`config.mk`:
```
export PLATFORM = sky130hd
export DESIGN_NAME = traffic_request_latch
export DESIGN_NICKNAME = d
export VERILOG_FILES = /design/src/rtl/traffic_pkg.sv /design/src/rtl/traffic_request_latch_debounce.sv /design/src/rtl/traffic_request_latch.sv
export SDC_FILE = /design/constraint.sdc
export NUM_CORES = 1
export LEC_CHECK = 0
export ABC_CLOCK_PERIOD_IN_PS = 2200
export CORE_MARGIN = 2
export CORE_UTILIZATION = 58
export DETAILED_ROUTE_END_ITERATION = 12
export PLACE_DENSITY = 0.79
export SLEW_MARGIN = 20
export SYNTH_ARGS = -nofsm -noshare
export SYNTH_HDL_FRONTEND = slang
export SYNTH_SLANG_ARGS = --single-unit
```
`constraint.sdc`:
```
create_clock -name clk -period 2.2 [get_ports clk]
set_input_delay 0.44 -clock clk [delete_from_list [all_inputs] [get_ports clk]]
set_output_delay 0.44 -clock clk [all_outputs]
set_load 0.02 [all_outputs]
```
`src/rtl/traffic_pkg.sv`:
```
// Shared definitions for the 4-way traffic controller and its sensor input stage.
package traffic_pkg;
  localparam int unsigned NUM_DIRS           = 4;
  localparam int unsigned DEBOUNCE_TICKS_DEF = 4;

  typedef enum logic [1:0] {
    DIR_N = 2'd0,
    DIR_E = 2'd1,
    DIR_S = 2'd2,
    DIR_W = 2'd3
  } dir_t;
endpackage

```
`src/rtl/traffic_request_latch_debounce.sv`:
```
// One sensor channel: 2-flop synchronizer, tick-sampled debouncer and a
// registered pulse on each 0->1 flip of the debounced level.
module req_debounce
  import traffic_pkg::*;
#(
  parameter int unsigned DEBOUNCE_TICKS = DEBOUNCE_TICKS_DEF
) (
  input  logic clk,
  input  logic rst_n,
  input  logic tick,
  input  logic sensor_in,
  output logic rise
);
  localparam logic [7:0] LAST = 8'(DEBOUNCE_TICKS - 1);

  logic       sync_q1;
  logic       sync_q2;
  logic       stable;
  logic [7:0] cnt;
  logic       flip;

  assign flip = tick && (sync_q2 != stable) && (cnt >= LAST);

  always_ff @(posedge clk or negedge rst_n) begin
    if (!rst_n) begin
      sync_q1 <= 1'b0;
      sync_q2 <= 1'b0;
      stable  <= 1'b0;
      cnt     <= '0;
      rise    <= 1'b0;
    end else begin
      sync_q1 <= sensor_in;
      sync_q2 <= sync_q1;
      rise    <= flip & ~stable;
      if (sync_q2 == stable) begin
        cnt <= '0;
      end else if (flip) begin
        stable <= ~stable;
        cnt    <= '0;
      end else if (tick && (cnt != '1)) begin
        cnt <= cnt + 8'd1;
      end
    end
  end
endmodule

```
`src/rtl/traffic_request_latch.sv`:
```
// Sensor input stage: debounced request latching per direction and a
// round-robin valid/ready offer of the next direction to serve.
module traffic_request_latch #(
  parameter  int unsigned NUM_REQ        = traffic_pkg::NUM_DIRS,
  parameter  int unsigned DEBOUNCE_TICKS = traffic_pkg::DEBOUNCE_TICKS_DEF,
  localparam int unsigned DIR_W          = $clog2(NUM_REQ)
) (
  input  logic               clk,
  input  logic               rst_n,
  input  logic               tick,
  input  logic [NUM_REQ-1:0] sensor_in,
  input  logic [NUM_REQ-1:0] clear_in,
  input  logic               next_ready,
  output logic [NUM_REQ-1:0] req_pending,
  output logic               next_valid,
  output logic [DIR_W-1:0]   next_dir
);
  logic [NUM_REQ-1:0] rise;
  logic [NUM_REQ-1:0] clr_vec;
  logic [NUM_REQ-1:0] eff;
  logic [DIR_W-1:0]   rr_ptr;
  logic [DIR_W-1:0]   start;
  logic [DIR_W-1:0]   pick;
  logic [31:0]        idx;
  logic               accept;
  logic               found;
  logic               withdraw;

  for (genvar g = 0; g < NUM_REQ; g++) begin : g_ch
    req_debounce #(
      .DEBOUNCE_TICKS(DEBOUNCE_TICKS)
    ) u_deb (
      .clk      (clk),
      .rst_n    (rst_n),
      .tick     (tick),
      .sensor_in(sensor_in[g]),
      .rise     (rise[g])
    );
  end

  // On accept the search already starts past the accepted direction, so the
  // reloaded offer in the same cycle sees the updated round-robin pointer.
  always_comb begin
    accept  = next_valid & next_ready;
    clr_vec = clear_in;
    if (accept) clr_vec[next_dir] = 1'b1;
    eff = req_pending & ~clr_vec;

    if (!accept)                               start = rr_ptr;
    else if (32'(next_dir) == NUM_REQ - 1)     start = '0;
    else                                       start = next_dir + DIR_W'(1);

    found = 1'b0;
    pick  = '0;
    idx   = '0;
    for (int unsigned off = 0; off < NUM_REQ; off++) begin
      idx = 32'(start) + off;
      if (idx >= NUM_REQ) idx = idx - NUM_REQ;
      if (!found && eff[DIR_W'(idx)]) begin
        found = 1'b1;
        pick  = DIR_W'(idx);
      end
    end

    withdraw = next_valid & ~next_ready & clear_in[next_dir];
  end

  // A debounced rise lands after the clear mask, so set wins over clear.
  always_ff @(posedge clk or negedge rst_n) begin
    if (!rst_n) begin
      req_pending <= '0;
      next_valid  <= 1'b0;
      next_dir    <= '0;
      rr_ptr      <= '0;
    end else begin
      req_pending <= eff | rise;
      if (accept) rr_ptr <= start;
      if (!next_valid || accept) begin
        next_valid <= found;
        if (found) next_dir <= pick;
      end else if (withdraw) begin
        next_valid <= 1'b0;
      end
    end
  end
endmodule

```
* Word level (Yosys, flattened, before mapping) *
Index checks and enable logic that the tools add are counted.

operators by class
  order comparisons = 14
  add/sub/neg operators = 12
  bitwise logic cells = 20
  multiplexer cells = 41
  eq/ne operators = 13
  reduce and logical (&&, ||, !) cells = 31

operators with widths
  kind                                                                                  number
  8-bit two-way mux                                                                     12
  8-bit by 1-bit adder with 8-bit output (second input constant)                        4
  8-bit by 2-bit greater-or-equal comparator with 1-bit output (second input constant)  4
  8-bit != test (second input constant)                                                 4
  2-bit two-way mux                                                                     10
  1-bit logical AND                                                                     16
  2-bit by 3-bit < comparator with 1-bit output (second input constant)                 5
  1-bit two-way mux                                                                     12
  3-bit nonzero test                                                                    4
  1-bit binary-select mux with 2-bit select                                             5
  2-bit AND reduction                                                                   5
  3-bit greater-or-equal comparator (second input constant)                             3
  1-bit NOT                                                                             9
  4-bit bitwise OR                                                                      2
  2-bit by 1-bit subtractor with 2-bit output (second input constant)                   4
  1-bit AND                                                                             7
  2-bit by 2-bit adder with 3-bit output (second input constant)                        2
  4-bit AND                                                                             1
  1-bit equality test                                                                   4
  1-bit logical NOT                                                                     4
  4-bit two-way mux                                                                     1
  1-bit != test                                                                         4
  4-bit NOT                                                                             1
  2-bit by 1-bit adder with 3-bit output (second input constant)                        1
  7 further kinds                                                                       7

storage, ports and cells
  bits in registers = 57
  input bits = 12

* Logic depth before layout (Yosys ltp) *
  depth in word-level cells = 21
  gate-level depth with buffers = 7
  mapped depth without buffers = 7

* By module *
Synthesis repeated with hierarchy kept, for this count alone.

second synthesis, totals
  cells, all modules = 231
  area total of the unflattened synthesis = 2,741.4 um^2

modules (own cells, without submodules)
  module                 area each (um^2)  instances  cells each
  req_debounce           543.0             4          45
  traffic_request_latch  569.3             1          51

* Least setup slack after synthesis *
OpenSTA, ideal clock, no wires.

  path kind = reg2reg
  from = reg next_dir[0]
  to = reg next_dir[0]
  arrival time = 1.868 ns
  data required time = 2.133 ns
  stages on the path, launching flop included = 7
  buffers on the path = 0
  path slack = 0.265 ns
  path through = dfrtp_1 > inv_1 > ha_1 > mux2i_4 > mux2_2 > a222oi_1 > mux2_1

between the ends
  longest elaborated chain between the ends = 21

ends and longest elaborated chain
  item                                                                             line                         RTL
  start: declaration                                                               traffic_request_latch.sv:16  output logic [DIR_W-1:0] next_dir
  start signal: assignment                                                         traffic_request_latch.sv:80  if (found) next_dir <= pick;
  branches (longest 21 deep; another with 2-bit by 1-bit adder with 3-bit output)  --

Several ways; the timed one is not identified. The select of a mux whose other input is x is not followed.
A chain may end at the register's enable or synchronous reset.

* Worst setup path in the final report *
  from = reg g_ch[1].u_deb.cnt[0]
  to = reg g_ch[1].u_deb.cnt[3]

between the ends
  longest elaborated chain between the ends = 4

ends and longest elaborated chain
  item                                                                                                                    line                                                                        RTL
  start: declaration                                                                                                      traffic_request_latch_debounce.sv:19                                        logic [7:0] cnt;
  start signal: assignment                                                                                                traffic_request_latch_debounce.sv:41                                        cnt <= cnt + 8'd1;
  8-bit by 1-bit adder with 8-bit output or 8-bit by 2-bit greater-or-equal comparator with 1-bit output (tied branches)  traffic_request_latch_debounce.sv:41, traffic_request_latch_debounce.sv:22
  8-bit two-way mux or 1-bit logical AND (tied branches)                                                                  traffic_request_latch_debounce.sv:40, traffic_request_latch_debounce.sv:22
  8-bit two-way mux                                                                                                       traffic_request_latch_debounce.sv:37                                        end else if (flip) begin
  8-bit two-way mux                                                                                                       traffic_request_latch_debounce.sv:35                                        if (sync_q2 == stable) begin

Parallel ways exist; a longest one is shown, timed or not. The select of a mux whose other input is x is not followed.

==> flow_summary.ini <==
[detailed_routing]
routed_via_density = 5.76
first_pass_iters = 4
drtIter0Drc = 130
routedWlPerCell_um = 14.6
ant_nets = 0
drcViolationCount = 0
vias = 1768
wirelength_um = 4490

[timing]
final-max-slew-violation-count = 0
hold_viol_final = 0
fin_setup_tns_ns = 0
rsz0062_at_grt = false
fin_worst_skew_ns = 0.00668
slew_headroom = 0.696
setup_viol_count_final = 0
worst_slew_pin_slew_ns = 0.456
finalWorstSetupSlack_ns = 0.280
fmaxAchievable_mhz = 521
min_period_ns = 1.92
min_period_over_period = 0.873

[cells_and_area]
fill_cells = 323
antennaDiodeCount = 0
num-nets-final = 271
drive_gt1_frac = 0.165
utilization = 0.720
final_area_mm2 = 0.00311
area_delta_synth_final_pct = 20.1

[synthesis]
synth_top_area_frac = 0.551
async_flop_share = 1.00
yosysSeqAreaShare = 0.551
yosys-top-cells-count = dfrtp_1, nor2_1, nand3_1
syn_avg_cell_area_um2 = 12.0
synthCells = 215
synthMostInstantiatedCell = dfrtp_1
yosysWarnings = 0
yosys-top-cells-area = dfrtp_1, nor2_1, o41ai_4
synthesis.nets = 235
synth_edf_count = 0
netlist_area_mm2 = 0.00259
synth_largest_area_cell = dfrtp_1
synth_ff_type = dfrtp_1
yosys.cell_types.count = 42
ys_ff_latch = 57

[setup_path]
crit_path_cell_trace = ha_1, or4_4, o41ai_4, nand2_1, a21oi_1
reg2reg_slack_ns = 0.28
rr_worst_depth = 5
path_buf_inv = 0
end_kind = register
rr_endpoint = g_ch[1].u_deb.cnt[3]
cp-start-kind = register
path_class = register to register
worstPathArrival_ns = 2.18
critPathSlowestCell = or4_4
cp.required_ns = 2.46
timing.rr.start = g_ch[1].u_deb.cnt[0]
slowest_delay_ns = 0.44
critical-path-top-delay-family = simple AND/OR/NAND/NOR gates
crit_fanout = 6

[cts]
cts_buffers = 9
hold_buffers = 0
postCtsResizedCells = 0
htreeDepth = 3
cts_root_buffer = clkbuf_8
clk_pin_slew_ns = 0.06
clk_path_buf_depth = 2
cts_tree = yes
post-cts-setup-buffers = 0
clk_latency_ns = 0.33
clock-sinks = 57

[power_and_ir_drop]
powerDensity_mw_per_mm2 = 981
vdd_ir_drop_max_mv = 0.545
design_power_total_w = 0.00305
leakage_nw = 1.54

[placed_design]
placed_cell_area_mm2 = 0.00290
pre_cts_slack_ns = 0.0111
dpl.hpwl_um = 3140
port_buffers = 18
gp_congestion = 0.880

[status]
status = finished clean

[floorplanning]
ios = 19
die_y_um = 70.8
die-area_mm2 = 0.00502
fp-row-count = 24
start_util = 0.599
die_w_um = 70.8
core-area_mm2 = 0.00432

[grt]
grt-ovfl-total = 0
grt_max_degree = 39
grt_util_all_layers = 0.202
antenna_found_initial = 0
grt_pass1_vias = 1747
grt_pass1_wl_um = 7670

[hold_path]
hold_path.class = primary input to asynchronous set/reset pin

[flow_run]
cap_violations = 0
[worst max-delay path by stage]
stage                          from                    to  slack, ns  cells past startpoint
2_1_floorplan           next_dir[0]           next_dir[0]       0.26                      6
3_3_place_gp             next_ready           next_dir[0]       0.05                      6
3_5_place_dp             next_ready           next_dir[0]       0.01                      6
4_1_cts        g_ch[1].u_deb.cnt[0]  g_ch[1].u_deb.cnt[3]       0.26                      5
5_1_grt                 next_dir[1]           next_dir[0]       0.15                      6
6_report       g_ch[1].u_deb.cnt[0]  g_ch[1].u_deb.cnt[3]       0.28                      5
[worst register-to-register path, cell delays in order, from the launching register on]
cell and delay (ns):
dfrtp_1 0.40, ha_1 0.25, or4_4 0.44, o41ai_4 0.32, nand2_1 0.25, a21oi_1 0.18
[sequential cells by signal, summed over array words and instances (netlist names)]
name,count
g_ch.u_deb.sync_q2,4
next_dir,2
next_valid,1
rr_ptr,2
g_ch.u_deb.sync_q1,4
g_ch.u_deb.cnt,32
req_pending,4
g_ch.u_deb.rise,4
g_ch.u_deb.stable,4
[per-layer routing]
| layer | global-route usage | routed length (um) |
|---|---|---|
| met5 | 0 | 0 |
| met4 | 0.0881 | 72 |
| met3 | 0.0855 | 238 |
| met2 | 0.304 | 2200 |
| met1 | 0.257 | 1970 |
[kinds of logic after synthesis]
kind of cell | Yosys count | share of synthesized area
XOR/XNOR | 9 | 0.0304
AND/OR/NAND/NOR | 82 | 0.172
AO/OA/AOI/OAI | 33 | 0.122
multiplexers | 14 | 0.0686
buffers and inverters | 12 | 0.0179
adder cells (fa/ha/maj) | 8 | 0.0386
flip-flops | 57 | 0.551
[cell type report]
class / count / area, um2 / area share
Inverter: 11 / 41.3 / 0.0133
Tap cell: 52 / 65.1 / 0.0209
Clock buffer: 13 / 179 / 0.0575
Sequential cell: 57 / 1430 / 0.458
Multi-Input combinational cell: 146 / 1120 / 0.359
Timing Repair Buffer: 26 / 248 / 0.0796
Clock inverter: 2 / 35.0 / 0.0113
[report_power, final]
| group | switching, W | internal, W |
|---|---|---|
| sequential | 0.000122 | 0.00119 |
| clock | 0.000379 | 0.000638 |
| combinational | 0.000383 | 0.000340 |
[per-stage QoR]
| stage | hold slack (ns) | std cells |
|---|---|---|
| 6_report | 0.0498 | 307 |
| 5_1_grt | 0.0771 | 307 |
| 4_1_cts | 0.0537 | 307 |
| 3_5_place_dp | 0.335 | 292 |
| 3_3_place_gp | 0.332 | 292 |
| 2_1_floorplan | 0.144 | 215 |
[placed cells by master, fill, tap and decap left out, drive strengths merged, types with 2 or more instances in the layout]
cell type / count
inv: 11
a31oi: 8
nand4: 3
nor3b: 5
clkbuf: 13
nor2: 31
o211a: 2
mux2i: 6
nand2: 9
nand3: 12
nand2b: 6
buf: 9
and4: 3
clkdlybuf4s50: 17
mux2: 7
a21oi: 4
nand3b: 3
dfrtp: 57
o21ai: 5
o41ai: 4
and3: 3
ha: 8
a41oi: 3
or4: 4
xor2: 8
Power figures use the tool's default switching activity.
==> RTL change 1 (same flow settings) <==
`req_pending` no longer has a reset.
--- a/src/rtl/traffic_request_latch.sv
+++ b/src/rtl/traffic_request_latch.sv
@@ -68,12 +68,10 @@
   // A debounced rise lands after the clear mask, so set wins over clear.
   always_ff @(posedge clk or negedge rst_n) begin
     if (!rst_n) begin
-      req_pending <= '0;
       next_valid  <= 1'b0;
       next_dir    <= '0;
       rr_ptr      <= '0;
     end else begin
-      req_pending <= eff | rise;
       if (accept) rr_ptr <= start;
       if (!next_valid || accept) begin
         next_valid <= found;
@@ -83,5 +81,9 @@
       end
     end
   end
+
+  always_ff @(posedge clk) begin
+    req_pending <= eff | rise;
+  end
 endmodule
 
Function: differs if rst_n is asserted again (counterexample within 10 cycles, from zero or initial values and one cycle with rst_n low); with rst_n held inactive, the same outputs for 10 cycles.
==> RTL change 1 against the original RTL <==
  * Power down 7.1%
  * Cell area down 2.2%
  * Routed wire length down 4.2%
  * Cell count unchanged
  * Setup slack better by 0.015 ns
  * Sequential cell count unchanged
  * Synthesized cell count unchanged
  * Synthesized area down 0.77%
  * Critical path type is now in -> reg
  * Highest routed layer unchanged
==> RTL change 1: results (changes against the original RTL) <==
Status: complete, no violations (unchanged)
Min cycle time layout: 1.91 ns (was 1.92 ns)
Relative slew slack: 70.2% (was 69.6%)
Met2 global-route usage: 32.0% (was 30.4%)
Setup Skew: 0.00722 ns (was 0.00668 ns)
Routability cong.: 0.799 (was 0.880)
Share of layout cells above drive strength 1: 14.9% (was 16.5%)
VDD IR max: 628 uV (was 545 uV)
Leak: 1.49 nW (was 1.54 nW)
CP max stage cell: clkdlybuf4s50_1 (was or4_4)
Post-synth ARST share: 93.0% (was 100%)
First-pass iteration count of the detailed router: 5 (was 4)
Register area share after synthesis: 54.7% (was 55.1%)
Starting DRT DRC Count: 102 (was 130)
Wire per inst: 14.0 um (was 14.6 um)
Met3 routed WL: 129 um (was 238 um)
Biggest register: g_ch.u_deb.cnt (unchanged)
Total GRT Usage: 20.0% (was 20.2%)
Met1 usage: 26.3% (was 25.7%)
Fill cell count: 317 (was 323)
CP top delay family: multiplexers (was simple AND/OR/NAND/NOR gates)
Max Fanout on Critical Path: 5 (was 6)
Top cells by area, synth: dfrtp_1 (52%), nor2_1 (4.5%), o41ai_4 (4.3%) (was dfrtp_1 (55%), nor2_1 (4.5%), o41ai_4 (4.3%))
First-pass GRT wire length: 7.80 mm (was 7.67 mm)
Largest net degree at the start of global routing: 54 (was 39)
WL met2: 2.11 mm (was 2.20 mm)
Via density: 5.61 (was 5.76)
Post-synth cell types: 43 (was 42)
Vias in the first global route: 1719 (was 1747)
Post-detail-place hpwl: 2.96 mm (was 3.14 mm)
Area after DPL: 2880 sq um (was 2900 sq um)
Metal-1 WL: 2.02 mm (was 1.97 mm)
## RTL change 1: worst paths after layout
check | start | to | slack, ns | cells after the start
worst max-delay path | next_ready | next_dir[0] | 0.29 | 6
worst min-delay path | rst_n | g_ch[3].u_deb.sync_q2 | 0.11 | 2
worst max register to register | g_ch[1].u_deb.cnt[0] | g_ch[1].u_deb.stable | 0.31 | 4
worst min register to register | g_ch[3].u_deb.sync_q1 | g_ch[3].u_deb.sync_q2 | 0.34 | 0
max in group asynchronous | rst_n | g_ch[2].u_deb.sync_q1 | 1.86 | 2
min in group clk | g_ch[3].u_deb.sync_q1 | g_ch[3].u_deb.sync_q2 | 0.34 | 0
## RTL change 1: final cells by class
type	instances	area share [%]
Sequential cell	57	46.2
Multi-Input combinational cell	146	36.7
Timing Repair Buffer	26	8.14
Clock buffer	15	5.47
Tap cell	52	2.14
Inverter	11	1.36
## RTL change 1: through the flow
| step | setup TNS [ns] | std cells | utilization [%] | setup WS [ns] |
|---|---|---|---|---|
| after floorplan | 0 | 215 | - | 0.265 |
| after global placement | 0 | 292 | 66.6 | 0.0248 |
| after detailed placement | -0.0279 | 292 | 66.6 | -0.0279 |
| after CTS | 0 | 307 | 70.4 | 0.293 |
| after global routing | 0 | 307 | 70.4 | 0.183 |
| final | 0 | 307 | 70.4 | 0.295 |
## RTL change 1: logic make-up (layout without fill, tap and decap cells)
group,count (synthesis),after routing,share of synthesized area [%]
flops,57,57,54.7
compound gates,33,33,12.3
xor+xnor,9,9,3.07
simple gates,82,82,17.3
fa+ha+maj,8,8,3.89
buf+inv,12,52,1.80
mux,14,14,6.91
## RTL change 1: power breakdown
| part | switching, W | internal (W) |
|---|---|---|
| sequential | 0.000121 | 0.00119 |
| clock | 0.000355 | 0.000466 |
| combinational | 0.000368 | 0.000335 |
| total | 0.000844 | 0.00199 |
==> RTL change 2 (same flow settings) <==
Without the edit above. The package constant `NUM_DIRS` goes from 4 to 2.
--- a/src/rtl/traffic_pkg.sv
+++ b/src/rtl/traffic_pkg.sv
@@ -1,6 +1,6 @@
 // Shared definitions for the 4-way traffic controller and its sensor input stage.
 package traffic_pkg;
-  localparam int unsigned NUM_DIRS           = 4;
+  localparam int unsigned NUM_DIRS           = 2;
   localparam int unsigned DEBOUNCE_TICKS_DEF = 4;
 
   typedef enum logic [1:0] {
Ports: changed (resized clear_in, next_dir, req_pending and sensor_in); port bits go from 19 to 12. The function was not compared with the original's and may differ.
==> RTL change 2 against the original RTL <==
  * Sequential cell count down 28
  * Setup slack better by 0.0095 ns
  * Non-clock buffer count down 11
  * Sequential share of layout area down 1.2 points
  * Cell area down 48%
  * Routed wire length down 41%
  * Synthesized area down 47%
  * Synthesized cell count down 48%
  * Hold slack better by 0.31 ns
  * Power down 53%
  * Critical path type is now reg -> out
  * Largest cell class unchanged
==> RTL change 2: results (changes against the original RTL) <==
Largest net degree at the start of global routing: 30 (was 39)
CTS root buffer: clkbuf_4 (was clkbuf_8)
Hold slack: 0.355 ns (was 0.0498 ns)
Area after DPL: 1540 sq um (was 2900 sq um)
CP arrival: 1.47 ns (was 2.18 ns)
Max incr delay on CP: 0.65 ns (was 0.44 ns)
First-pass GRT wire length: 4.49 mm (was 7.67 mm)
R2R setup slack: 0.55 ns (was 0.28 ns)
Share of layout cells above drive strength 1: 17.3% (was 16.5%)
TritonCTS buffer count: 5 (was 9)
Clock Latency Late Sink: 0.34 ns
Vias in the first global route: 991 (was 1747)
Via density: 6.27 (was 5.76)
Most frequent cells after synthesis: dfrtp_1 (29), nor3_1 (9), nor2_1 (5) (was dfrtp_1 (57), nor2_1 (31), nand3_1 (12))
Status: complete, no violations (unchanged)
Register area share after synthesis: 52.7% (was 55.1%)
CP top delay family: buffers and inverters (was simple AND/OR/NAND/NOR gates)
Worst-path clk slew: 0.10 ns (was 0.06 ns)
Hold crit path type: reg -> reg (was in -> async)
Max reg flops: 16 (was 32)
Setup Skew: 0.00818 ns (was 0.00668 ns)
Layout Nets: 142 (was 271)
Synthesized net count: 122 (was 235)
Post-synth cell types: 41 (was 42)
Routability cong.: 0.857 (was 0.880)
Max H-tree Level: 2 (was 3)
Post-detail-place hpwl: 1.87 mm (was 3.14 mm)
-- RTL change 2: cell type report --
cell class / instances / area (sq um)
Multi-Input combinational cell: 78 / 624
Clock buffer: 6 / 51.3
Inverter: 3 / 11.3
Fill cell: 165 / 608
Tap cell: 28 / 35.0
Clock inverter: 2 / 37.5
Timing Repair Buffer: 15 / 140
Sequential cell: 29 / 726
-- RTL change 2: kinds of logic (layout without fill, tap and decap cells) --
group / Yosys count / after routing / share of synthesized area [%]
adder cells (fa/ha/maj): 2 / 2 / 1.82
buffers and inverters: 5 / 26 / 1.91
AND/OR/NAND/NOR: 44 / 44 / 21.2
XOR/XNOR: 2 / 2 / 1.27
flip-flops: 29 / 29 / 52.7
AO/OA/AOI/OAI: 27 / 27 / 17.5
multiplexers: 3 / 3 / 3.54
-- RTL change 2: path summary, 6_finish.rpt --
check | startpoint | to | depth (start not counted)
max | next_dir | next_dir | 1
min | g_ch[1].u_deb.sync_q1 | g_ch[1].u_deb.sync_q2 | 0
max reg2reg | g_ch[1].u_deb.cnt[0] | g_ch[1].u_deb.cnt[2] | 5
min reg2reg | g_ch[1].u_deb.sync_q1 | g_ch[1].u_deb.sync_q2 | 0
max in group asynchronous | rst_n | req_pending[0] | 2
min in group asynchronous | rst_n | next_valid | 2
-- RTL change 2: where the power goes --
group	total [W]	internal (W)	switching [W]
Combinational	0.000280	0.000140	0.000140
Sequential	0.000680	0.000601	0.0000795
Clock	0.000467	0.000270	0.000197
Total	0.00143	0.00101	0.000417
-- RTL change 2: metrics by stage --
step | setup WS (ns) | total power [W] | instances
after CTS | 0.283 | 0.00143 | 161
final | 0.289 | 0.00143 | 161
after floorplan | 0.740 | 0.000861 | 112
after global routing | 0.227 | 0.00150 | 161
after detailed placement | 0.248 | 0.000965 | 153
after global placement | 0.315 | 0.000952 | 153
-- RTL change 2: per-layer routing --
| metal | up-vias | track usage (%) | share of wire [%] |
|---|---|---|---|
| met5 | - | 0 | 0 |
| met2 | 20 | 35.4 | 47 |
| li1 | 477 | - | - |
| met3 | 8 | 8.57 | 3.4 |
| met4 | 0 | 9.83 | 2.0 |
| met1 | 504 | 30.6 | 48 |
